$ cat src/rtl/reg_file.sv
// reg_file: 2**ADDR_W x W register file with one write port and two combinational read ports.
// Synchronous active-low reset clears every entry and overrides a same-cycle write.
module reg_file #(
    parameter int W      = 3,
    parameter int ADDR_W = 2
) (
    input  logic              clk,
    input  logic              reset,
    input  logic [W-1:0]      DATA_in,
    input  logic [ADDR_W-1:0] adr_dst,
    input  logic              write_enable,
    input  logic [ADDR_W-1:0] adr_src1,
    input  logic [ADDR_W-1:0] adr_src2,
    output logic [W-1:0]      DATA_out_1,
    output logic [W-1:0]      DATA_out_2
);
    localparam int N = 1 << ADDR_W;

    logic [W-1:0] regs_q [N];
    logic [W-1:0] regs_d [N];

    always_comb begin
        regs_d = regs_q;
        if (write_enable) regs_d[adr_dst] = DATA_in;
    end

    always_ff @(posedge clk) begin
        if (!reset) begin
            for (int i = 0; i < N; i++) regs_q[i] <= '0;
        end else begin
            regs_q <= regs_d;
        end
    end

    // Reads come straight from storage, so a same-address write is visible only after the edge.
    assign DATA_out_1 = regs_q[adr_src1];
    assign DATA_out_2 = regs_q[adr_src2];
endmodule

$ cat config.mk
export PLATFORM = sky130hd
export DESIGN_NAME = reg_file
export DESIGN_NICKNAME = d
export VERILOG_FILES = /design/src/rtl/reg_file.sv
export SDC_FILE = /design/constraint.sdc
export NUM_CORES = 1
export LEC_CHECK = 0
export CORE_MARGIN = 10
export CORE_UTILIZATION = 40
export DETAILED_ROUTE_END_ITERATION = 16
export HOLD_SLACK_MARGIN = 0.15
export PLACE_DENSITY = 0.7
export REMOVE_ABC_BUFFERS = 1
export SYNTH_ARGS = -nofsm -noshare
export SYNTH_HDL_FRONTEND = slang
export SYNTH_SLANG_ARGS = --single-unit
$ cat constraint.sdc
create_clock -name clk -period 0.9 [get_ports clk]
set_clock_uncertainty 0.15 [all_clocks]
set_input_delay 0.09 -clock clk [delete_from_list [all_inputs] [get_ports clk]]
set_output_delay 0.09 -clock clk [all_outputs]
set_load 0.01 [all_outputs]
==> impl_metrics.toml, run 1 <==
[clock_tree]
cts_max_level = 1
postCtsSetupBuffers = 0
cts_buffers = 3
numClockSinks = 12
insertion_delay_ns = 0.27
cts_max_path_buffers = 2
cts-root-buf = "clkbuf_4"
clkTransAtPathRegs_ns = 0.08
tritoncts = "yes"

[yosys]
synth.top_cell.area_share = 0.389
ys_warn_count = 0
synth.distinct_cells = 8
syn_area_um2 = 618
synthCells = 50
ys_seq_area_frac = 0.389
avgSynthCellArea_um2 = 12.4
yosysTopAreaCell = "dfxtp_1"
ys_seq_elements = 12
ys_top_cells_by_area = "dfxtp_1 39%, mux4_1 26%, mux2i_1 19%"

[placement]
dp_hpwl_um = 1200
placed_area_um2 = 848
dpl.cell_count = 88
place.port_buffers = 17
place_congestion = 0.718

[floorplan]
die_h_um = 59.3
start_util = 0.415
dieWidth_um = 59.3
coreArea_um2 = 1490
pin_count = 18
dieArea_um2 = 3520
rows = 14

[worst_hold_path]
hp-class = "in2reg"

[global_routing]
grt_pass1_wl_um = 2300
grt-ovfl-total = 0
grt_pass1_vias = 522
busiest_layer = "met2"
met1_usage = 0.0974
antenna_found_initial = 0
grt.met2_usage = 0.129
gr-usage-met3 = 0.0343
grt_util_all_layers = 0.0867
grt_max_degree = 9

[sta]
min_period_over_period = 1.63
worst_pin_slew_ns = 0.266
period_needed_ns = 1.47
finalMaxSlewViolations = 0
slew_headroom = 0.823
max_clock_freq_mhz = 682
rsz0062_at_grt = "yes"
setup_viol = 6
finalSetupTns_ns = -3.31
hold_viol = 0
finalWorstSetupSlack_ns = -0.565

[power]
p_leak_nw = 0.399
pwr_density_cell_nw_per_um2 = 1360
total_power_mw = 1.19
ir_drop_v = 0.000734

[worst_setup_path]
crit_type = "reg2out"
critical_path.max_fanout = 3
cp-end-kind = "output pin"
crit_required_ns = 0.66
startpoint_type = "flip-flop"
cp_data_arrival_time_ns = 1.23

[routing]
drc = 0
drtIter0Drc = 9
wirelength_um = 1480
num_vias = 485
viasPerCell = 5.27
firstDrtPassIters = 4
postRouteAntennaNets = 0
wl_per_cell_um = 16.1

[cells_and_area]
ff_latch_area_um2 = 251
final_cell_area_um2 = 877
nets = 89
largest_register = "regs_q"
multi_input_area_um2 = 355
nFillCells = 136
fin_cells = 92
area_delta_synth_final_pct = 41.9
top_regs = "regs_q: 12 flops"
diodes = 0
drive_above_1_share = 0.447
largest_reg_flops = 12

[outcome]
violations = "setup timing"
status = "finished with violations"

[run]
maxCapViolCount = 0
-- synthesized netlist by cell type --
| cell type | number |
|---|---|
| nand2_1 | 15 |
| dfxtp_1 | 12 |
| mux2i_1 | 12 |
| mux4_1 | 6 |
| nand3b_1 | 2 |
| buf_2 | 1 |
| nand3_1 | 1 |
| nor3b_4 | 1 |
-- timing repair --
action / in CTS / in global routing
hold buffers: 0 / 0
pin swaps: 1 / 0
resized for setup: 54 / 2
endpoints found under the setup margin: 18 / 6
-- worst paths after layout --
check | start | endpoint | slack, ns | cells past startpoint
worst max-delay path | regs_q[1]$_SDFFE_PN0P_ | DATA_out_1[1] | -0.57 | 2
worst min register to register | regs_q[2]$_SDFFE_PN0P_ | regs_q[2]$_SDFFE_PN0P_ | 0.32 | 2
worst max register to register | regs_q[9]$_SDFFE_PN0P_ | regs_q[9]$_SDFFE_PN0P_ | 0.14 | 2
worst min-delay path | adr_dst[0] | regs_q[10]$_SDFFE_PN0P_ | 0.18 | 3
-- cell usage in the layout (no fill, tap or decap) --
cell	count
buf_6	7
nand2_1	13
dfxtp_1	3
clkbuf_4	3
clkbuf_8	1
nand2_2	2
dfxtp_2	9
dlygate4sd2_1	8
clkdlybuf4s50_1	3
buf_4	4
mux4_2	6
buf_2	1
nor3b_4	1
mux2i_1	12
nand3_1	1
nand3b_1	2
-- stage by stage --
stage / setup WS (ns) / utilization / hold WS, ns
finish: -0.565 / 0.589 / 0.184
floorplan: -0.176 / - / 0.0857
CTS: -0.584 / 0.581 / 0.180
global route: -0.608 / 0.589 / 0.189
detailed placement: -1.08 / 0.570 / 0.318
global placement: -1.03 / 0.570 / 0.303
-- metal layers --
metal | up-vias | routed length [µm]
met3 | 2 | 98
met5 | - | 0
met4 | 0 | 9
met2 | 21 | 691
li1 | 236 | -
met1 | 226 | 682
-- worst max-delay path, stage by stage, from the launching register on --
cell and delay [ns]:
dfxtp_2 0.33, mux4_2 0.48, buf_6 0.14
-- layout make-up --
class	instances	area share
Timing Repair Buffer	23	0.244
Sequential cell	12	0.287
Tap cell	16	0.0228
Multi-Input combinational cell	37	0.405
Clock buffer	4	0.0414
-- cells by family (layout without fill, tap and decap cells) --
group / Yosys count / count (layout) / synth area share
buffers and inverters: 1 / 27 / 0.00809
flip-flops: 12 / 12 / 0.389
multiplexers: 18 / 18 / 0.449
AND/OR/NAND/NOR: 19 / 19 / 0.154
-- report_power, final --
group	leakage [nW]	internal [mW]	switching, mW
combinational	0.276	0.117	0.0798
sequential	0.102	0.552	0.0145
clock	0.0210	0.246	0.184
Power figures use the tool's default switching activity.
==> inputs of run 2 (changes only) <==
GPL_TIMING_DRIVEN = 1   (was default)
==> results of run 2 <==
No change in the layout: final DEF, timing and power equal those of run 1.
